==> config.mk <==
export PLATFORM = sky130hd
export DESIGN_NAME = tcb_cmd_man
export DESIGN_NICKNAME = d
export VERILOG_FILES = /design/src/rtl/tcb_cmd_man.sv
export SDC_FILE = /design/constraint.sdc
export NUM_CORES = 1
export LEC_CHECK = 0
export BUFFER_PORTS_ARGS = -buffer_cell sky130_fd_sc_hd__buf_2
export CAP_MARGIN = 10
export CORE_MARGIN = 3
export CORE_UTILIZATION = 38
export DETAILED_ROUTE_END_ITERATION = 8
export SYNTH_ARGS = -nofsm -noshare
export SYNTH_HDL_FRONTEND = slang
export SYNTH_SLANG_ARGS = --single-unit
==> constraint.sdc <==
create_clock -name clk -period 2.7 [get_ports clk]
set_input_delay 0.27 -clock clk [delete_from_list [all_inputs] [get_ports clk]]
set_output_delay 0.27 -clock clk [all_outputs]
set_load 0.01 [all_outputs]
==> src/rtl/tcb_cmd_man.sv <==
// TCB manager: valid/ready commands in, TCB transfers out (DLY=1), in-order responses back.
// Optional rdy-wait abort is enabled by defining TCB_CMD_MAN_TIMEOUT_EN.
module tcb_cmd_man #(
    parameter int AW      = 32,
    parameter int DW      = 32,
    parameter int DEPTH   = 4,
    parameter int TIMEOUT = 255
) (
    input  logic          clk,
    input  logic          rst,
    input  logic          cmd_vld,
    output logic          cmd_rdy,
    input  logic          cmd_wen,
    input  logic [AW-1:0] cmd_adr,
    input  logic [DW-1:0] cmd_wdt,
    output logic          tcb_vld,
    input  logic          tcb_rdy,
    output logic          tcb_wen,
    output logic [AW-1:0] tcb_adr,
    output logic [DW-1:0] tcb_wdt,
    input  logic [DW-1:0] tcb_rdt,
    input  logic          tcb_err,
    output logic          rsp_vld,
    input  logic          rsp_rdy,
    output logic          rsp_wen,
    output logic [DW-1:0] rsp_rdt,
    output logic          rsp_err
);

    localparam int IW = $clog2(DEPTH);
    localparam int CW = $clog2(DEPTH + 1);
    localparam logic [CW-1:0] CREDITS = CW'(DEPTH);
    localparam logic [CW-1:0] CNT_ONE = CW'(1);
    localparam logic [IW:0]   PTR_ONE = (IW + 1)'(1);

    if (DEPTH < 2 || (DEPTH & (DEPTH - 1)) != 0 || TIMEOUT < 1) begin : g_param_check
        $error("tcb_cmd_man: DEPTH must be a power of 2 >= 2 and TIMEOUT >= 1");
    end

    logic          req_full;
    logic          req_wen;
    logic [AW-1:0] req_adr;
    logic [DW-1:0] req_wdt;
    logic [CW-1:0] cnt;
    logic          xfer;
    logic          abort;
    logic          take;
    logic          pop;
    logic          cap_vld;
    logic          cap_wen;
    logic          cap_abt;
    logic [DW+1:0] cap_dat;
    logic [IW:0]   wptr;
    logic [IW:0]   rptr;
    logic [DW+1:0] mem [DEPTH];

    // A credit is held from transfer until pop, so the FIFO can always absorb the capture.
    assign tcb_vld = req_full && (cnt < CREDITS);
    assign xfer    = tcb_vld && tcb_rdy;
    assign take    = xfer || abort;
    assign cmd_rdy = !rst && (!req_full || xfer);
    assign tcb_wen = req_wen;
    assign tcb_adr = req_adr;
    assign tcb_wdt = req_wdt;

    assign rsp_vld = (wptr != rptr);
    assign pop     = rsp_vld && rsp_rdy;
    assign {rsp_wen, rsp_rdt, rsp_err} = mem[rptr[IW-1:0]];
    assign cap_dat = {cap_wen, (cap_wen || cap_abt) ? {DW{1'b0}} : tcb_rdt, tcb_err || cap_abt};

`ifdef TCB_CMD_MAN_TIMEOUT_EN
    localparam int TW = $clog2(TIMEOUT + 1);
    localparam logic [TW-1:0] TMO_LAST = TW'(TIMEOUT - 1);
    localparam logic [TW-1:0] TMO_ONE  = TW'(1);

    logic [TW-1:0] tmo_cnt;

    // Abort on the TIMEOUT-th waiting cycle; rdy=1 on that cycle still wins as a transfer.
    assign abort = tcb_vld && !tcb_rdy && (tmo_cnt == TMO_LAST);

    always_ff @(posedge clk) begin
        if (rst || take) begin
            tmo_cnt <= '0;
        end else if (tcb_vld) begin
            tmo_cnt <= tmo_cnt + TMO_ONE;
        end
    end
`else
    assign abort = 1'b0;
`endif

    always_ff @(posedge clk) begin
        if (rst) begin
            req_full <= 1'b0;
            req_wen  <= 1'b0;
            req_adr  <= '0;
            req_wdt  <= '0;
        end else if (cmd_vld && cmd_rdy) begin
            req_full <= 1'b1;
            req_wen  <= cmd_wen;
            req_adr  <= cmd_adr;
            req_wdt  <= cmd_wdt;
        end else if (take) begin
            req_full <= 1'b0;
        end
    end

    always_ff @(posedge clk) begin
        if (rst) begin
            cnt <= '0;
        end else if (take && !pop) begin
            cnt <= cnt + CNT_ONE;
        end else if (pop && !take) begin
            cnt <= cnt - CNT_ONE;
        end
    end

    // Read data and error arrive one cycle after the transfer.
    always_ff @(posedge clk) begin
        if (rst) begin
            cap_vld <= 1'b0;
            cap_wen <= 1'b0;
            cap_abt <= 1'b0;
        end else begin
            cap_vld <= take;
            cap_wen <= req_wen;
            cap_abt <= abort;
        end
    end

    always_ff @(posedge clk) begin
        if (rst) begin
            wptr <= '0;
            rptr <= '0;
        end else begin
            if (cap_vld) wptr <= wptr + PTR_ONE;
            if (pop)     rptr <= rptr + PTR_ONE;
        end
    end

    // NOTE: storage is deliberately not reset; the pointers alone define which entries are valid.
    always_ff @(posedge clk) begin
        if (cap_vld) mem[wptr[IW-1:0]] <= cap_dat;
    end

endmodule

==> results.py, run 1 <==
metrics = {
    "run_status": {
        "status": "finished, final reports clean",
    },
    "logic_synthesis": {
        "synth_edf_count": 136,
        "synth_largest_area_cell": "edfxtp_1",
        "ys_ff_latch": 215,
        "netlist_area_sq_um": 8650,
        "synth_top_area_frac": 0.472,
        "yosysSeqAreaShare": 0.655,
        "yosysWarnings": 0,
        "ys.flop_type": "edfxtp_1",
        "async_flop_share": 0,
        "avgSynthCellArea_sq_um": 17.1,
        "synth.area.top_cells": "edfxtp_1 47%, dfxtp_1 18%, mux4_2 8.9%",
        "synth.distinct_cells": 33,
        "synthCells": 506,
        "syn_nets": 616,
    },
    "critical_path": {
        "startpoint_type": "register",
        "required_ps": 3130,
        "r2r_cells": 9,
        "arrival_ps": 2700,
        "regToRegSetupSlack_ps": 430,
        "critPathMaxFanout": 8,
        "worst-setup-path-type": "register to register",
        "r2r-start": "wptr[1]",
        "endpoint_kind": "register",
        "reg2reg_to": "cnt[2]",
    },
    "clock_network": {
        "htree_levels": 1,
        "clk_latency_ps": 500,
        "clock-root-buffer": "clkbuf_16",
        "cts_tree": "yes",
        "clock-sinks": 215,
        "clkTransAtPathRegs_ps": 60,
        "cts_buffers": 24,
        "clockBufferDepth": 3,
        "post_cts_resized": 0,
    },
    "hold_path": {
        "hold_end": "tcb_wdt[29]",
        "min_path_type": "input pin to register",
        "min_from": "cmd_wdt[29]",
        "holdPathStages": 2,
    },
    "route": {
        "wl_per_cell_um": 17.6,
        "drc": 0,
        "viasPerCell": 4.81,
        "wl_um": 19000,
        "initialDrtViolationCount": 232,
        "first_pass_iters": 4,
        "num_vias": 5217,
        "ant_nets": 0,
    },
    "place": {
        "dp_cells": 975,
        "gp_congestion": 0.795,
        "port_buffers": 204,
        "hpwl_um": 12000,
    },
    "job": {
        "maxCapViolations": 0,
    },
    "timing": {
        "slew_headroom": 0.582,
        "fmax_mhz": 440,
        "drv_slew": 0,
        "grt_setup_unrepaired": "no",
        "fin_crit_ps": 2270,
        "skew_ps": 8.97,
        "tightest_slew_ps": 627,
        "tns_ps": 0,
        "min_period_over_period": 0.843,
        "finalSetupViolCount": 0,
        "hold_viol": 0,
    },
    "final_layout": {
        "nFillCells": 1829,
        "area_delta_synth_final_pct": 32.0,
        "drive_gt1_frac": 0.448,
        "layout_commonest_cell": "buf_2",
        "mostFrequentLayoutCells": "204 x buf_2, 136 x edfxtp_1, 101 x nor2b_1, 77 x dfxtp_1, 65 x dlygate4sd3_1",
        "n_antenna_cell": 0,
        "fin_cells": 1084,
        "fin_nets": 896,
    },
    "global_routing": {
        "grtUsageTotal": 0.153,
        "grt-ovfl-total": 0,
        "grt_pass1_wl_um": 30200,
        "grt_max_degree": 66,
        "grt_pass1_vias": 5759,
        "antenna_found_initial": 1,
    },
    "floorplan": {
        "fp.dieW_um": 157,
        "dieArea_sq_um": 24600,
        "start_util": 0.391,
        "die_h_um": 157,
        "rows": 54,
        "io_pins": 205,
        "fp.coreArea_sq_um": 22100,
    },
    "power": {
        "p_per_area_nw_per_um2": 763,
        "peakVddDrop_v": 0.000433,
        "power_leakage_nw": 4.55,
    },
}
-- layer usage --
| layer | vias up | wire [um] | track usage |
|---|---|---|---|
| li1 | 2419 | - | - |
| met1 | 2557 | 7970 | 0.195 |
| met2 | 213 | 9300 | 0.263 |
| met3 | 26 | 1430 | 0.0368 |
| met4 | 2 | 316 | 0.0404 |
| met5 | - | 13 | 0 |
-- synth_stat cells (3+ instances only) --
library cell / n
buf_12: 5
xor2_1: 5
mux4_2: 34
inv_1: 6
edfxtp_1: 136
nor2b_1: 101
nand4_1: 4
o21ai_0: 4
buf_2: 5
buf_1: 3
ha_1: 6
nor2_1: 6
a21oi_1: 4
mux2_4: 50
xnor2_1: 5
mux2_2: 15
clkbuf_1: 13
nand3_1: 4
and2_1: 5
dfxtp_1: 79
-- power breakdown --
group | total (mW) | internal [mW] | switching [mW]
combinational | 1.59 | 0.868 | 0.726
clock | 3.35 | 2.08 | 1.27
sequential | 3.77 | 3.66 | 0.108
-- how the worst max path moves through the flow --
| stage | startpoint | end | cells past startpoint |
|---|---|---|---|
| 3_3_place_gp | wptr[0] | cnt[2] | 9 |
| 2_1_floorplan | wptr[1] | cnt[2] | 10 |
| 5_1_grt | wptr[0] | cnt[2] | 9 |
| 3_5_place_dp | wptr[0] | cnt[2] | 9 |
| 6_report | wptr[1] | cnt[2] | 9 |
| 4_1_cts | wptr[0] | cnt[2] | 9 |
-- kinds of logic (layout without fill, tap and decap cells) --
family / after synthesis / in the layout / share of synthesized area
flops: 215 / 215 / 0.655
simple gates: 127 / 127 / 0.0906
mux: 101 / 101 / 0.197
buf+inv: 34 / 332 / 0.0262
compound gates: 12 / 12 / 0.00984
xor+xnor: 10 / 10 / 0.0101
fa+ha+maj: 7 / 7 / 0.0110
-- through the flow --
| stage | setup slack [ps] | hold WS [ps] | util | area, sq um | total power [mW] |
|---|---|---|---|---|---|
| final | 425 | 32.7 | 0.517 | 11400 | 8.71 |
| after detailed placement | 417 | 497 | 0.450 | 9950 | 5.38 |
| after floorplan | 457 | 369 | - | 8650 | 4.85 |
| after CTS | 412 | 7.61 | 0.517 | 11400 | 8.83 |
| after global placement | 519 | 488 | 0.450 | 9950 | 5.35 |
| after global routing | 191 | 13.8 | 0.517 | 11400 | 9.11 |
-- registers in the layout (all words and copies together) (netlist names), named ones only --
register  cells
mem         136
tcb_adr      32
tcb_wdt      32
cnt           3
rptr          3
wptr          3
cap_vld       1
cap_wen       1
req_full      1
tcb_wen       1
-- final cells by class --
cell class	count	area, sq um	area share
multi-input cells	257	2760	0.242
clock buffers	29	641	0.0561
flip-flops and latches	215	5670	0.496
repair buffers	282	1790	0.157
well taps	280	350	0.0307
clock inverters	15	180	0.0158
inverters	6	22.5	0.00197
-- critical path, cell delays in order (launching register included) --
cell     delay, ps
dfxtp_1        510
xnor2_1        220
nand3_1        130
nand2_1        100
ha_1           180
inv_1           60
fa_1           370
xor2_1         180
or3_1          310
a21oi_1        150
-- repair_timing --
item	in CTS	in global routing
buffers inserted	0	0
endpoints found under the hold margin	68	0
hold buffers	65	0
(Power assumes the default switching activity.)
==> run 2: changes to the inputs <==
Clock period 2.7 ns to 1.85 ns, I/O delays scaled along.
==> results.py, run 2 (synthesized netlist as in run 1, its figures left out) <==
metrics = {
    "place": {
        "hpwl_um": 12200,
        "port_buffers": 204,
        "dp_cells": 993,
        "gp_congestion": 0.735,
        "postPlaceCellArea_sq_um": 10200,
    },
    "critical_path": {
        "crit_family": "multiplexers",
        "critPathMaxFanout": 7,
        "regToRegSetupSlack_ps": -120,
        "r2r-start": "rptr[0]",
        "worstPathCellList": "clkbuf_16 > mux4_2 > buf_6",
        "crit_path_top_delay_cell": "mux4_2",
        "arrival_ps": 1800,
        "crit_buf_inv": 2,
        "required_ps": 1660,
        "startpoint_type": "register",
        "worst-setup-path-type": "register to primary output",
        "endpoint_kind": "primary output",
        "max_stage_delay_ps": 530,
    },
    "global_routing": {
        "antenna_found_initial": 1,
        "grt_pass1_wl_um": 30400,
        "grt_pass1_vias": 5759,
        "grtUsageTotal": 0.155,
        "grt-ovfl-total": 0,
        "grt_max_degree": 82,
    },
    "run_status": {
        "violations": "negative setup slack",
        "status": "complete, but fails checks",
    },
    "route": {
        "drc": 0,
        "ant_nets": 0,
        "wl_per_cell_um": 17.5,
        "viasPerCell": 4.76,
        "num_vias": 5279,
        "initialDrtViolationCount": 202,
        "first_pass_iters": 4,
        "wl_um": 19400,
    },
    "final_layout": {
        "area_delta_synth_final_pct": 37.5,
        "nFillCells": 1756,
        "regArea_sq_um": 5680,
        "largest_reg_flops": 136,
        "drive_gt1_frac": 0.478,
        "multi_input_area_sq_um": 2820,
        "mostFrequentLayoutCells": "181 x buf_2, 136 x edfxtp_1, 101 x nor2b_1, 71 x dfxtp_1, 67 x dlygate4sd3_1",
        "fin_nets": 921,
        "fin_cells": 1109,
        "n_antenna_cell": 0,
        "layout_commonest_cell": "buf_2",
        "design_area_sq_um": 11900,
    },
    "timing": {
        "skew_ps": 11.7,
        "final.setup.worst_slack_ps": -136,
        "slew_headroom": 0.697,
        "fin_crit_ps": 1990,
        "drv_slew": 0,
        "min_period_over_period": 1.07,
        "fmax_mhz": 503,
        "tightest_slew_ps": 455,
        "grt_setup_unrepaired": "yes",
        "finalSetupViolCount": 35,
        "hold_viol": 0,
    },
    "job": {
        "maxCapViolations": 0,
    },
    "clock_network": {
        "clkTransAtPathRegs_ps": 60,
        "cts_buffers": 24,
        "htree_levels": 1,
        "clock-sinks": 215,
        "clock-root-buffer": "clkbuf_16",
        "cts_tree": "yes",
        "clockBufferDepth": 3,
        "clk_latency_ps": 500,
    },
    "floorplan": {
        "fp.dieW_um": 157,
        "io_pins": 205,
        "dieArea_sq_um": 24600,
        "fp.coreArea_sq_um": 22100,
        "start_util": 0.391,
        "die_h_um": 157,
        "rows": 54,
    },
    "hold_path": {
        "min_path_type": "input pin to register",
        "min_from": "tcb_rdy",
    },
    "power": {
        "power_leakage_nw": 4.74,
        "peakVddDrop_v": 0.000680,
        "p_per_area_nw_per_um2": 1080,
    },
}
run 2: changes by cell type in the layout (fill, tap and decap cells not counted), sizes merged:
cell and change:
buf +22, bufinv -4, clkinv -6, clkbuf +13, inv -1, clkinvlp -1, dlygate4sd3 +2
run 2: timing repair:
action | in CTS | in global routing
resized for setup | 18 | 18
pin swaps | 2 | 5
hold buffers | 67 | 0
hold endpoints to repair | 70 | 0
setup buffers | 0 | 3
setup endpoints to repair | 35 | 35
gates cloned | 1 | 1
run 2: report_power, final:
group	switching [mW]	leakage (nW)	internal [mW]	total [mW]
sequential	0.165	1.89	5.35	5.52
combinational	1.17	2.49	1.70	2.87
clock	1.78	0.363	2.65	4.44
run 2: final cells by class:
cell class	instances	share of cell area
clock buffer	41	0.0609
clock inverter	3	0.00242
timing repair buffer	307	0.190
sequential	215	0.478
tap	280	0.0295
multi-input combinational	257	0.238
inverter	6	0.00189
run 2: worst min-delay path, delay by kind of cell:
| family | cells | cell delay, ps |
|---|---|---|
| AOI/OAI and AO/OA | 1 | 70 |
| buffers and inverters | 1 | 120 |
| and+or+nand+nor | 2 | 160 |
run 2: layer usage:
layer,vias to the layer above,track usage,share of wire
li1,2468,-,-
met5,-,0,0
met1,2589,0.193,0.42
met2,197,0.271,0.49
met4,0,0.0296,0.013
met3,25,0.0440,0.072
run 2: metrics by stage:
stage,setup WS [ps],util,hold slack (ps),TNS (ps),power (mW)
global placement,-49.5,0.462,402,-49.5,7.92
floorplan,-152,-,284,-152,7.11
finish,-136,0.538,64.3,-3910,12.8
detailed placement,-116,0.462,407,-116,7.96
CTS,-184,0.532,29.1,-5260,12.8
global route,-211,0.538,72.0,-6550,13.4
run 2: final timing paths:
kind / endpoint / cells past startpoint
hold / removal: req_full / 4
setup / recovery: rsp_rdt[4] / 3
setup reg to reg: cnt[2] / 9
hold reg to reg: cap_wen / 1
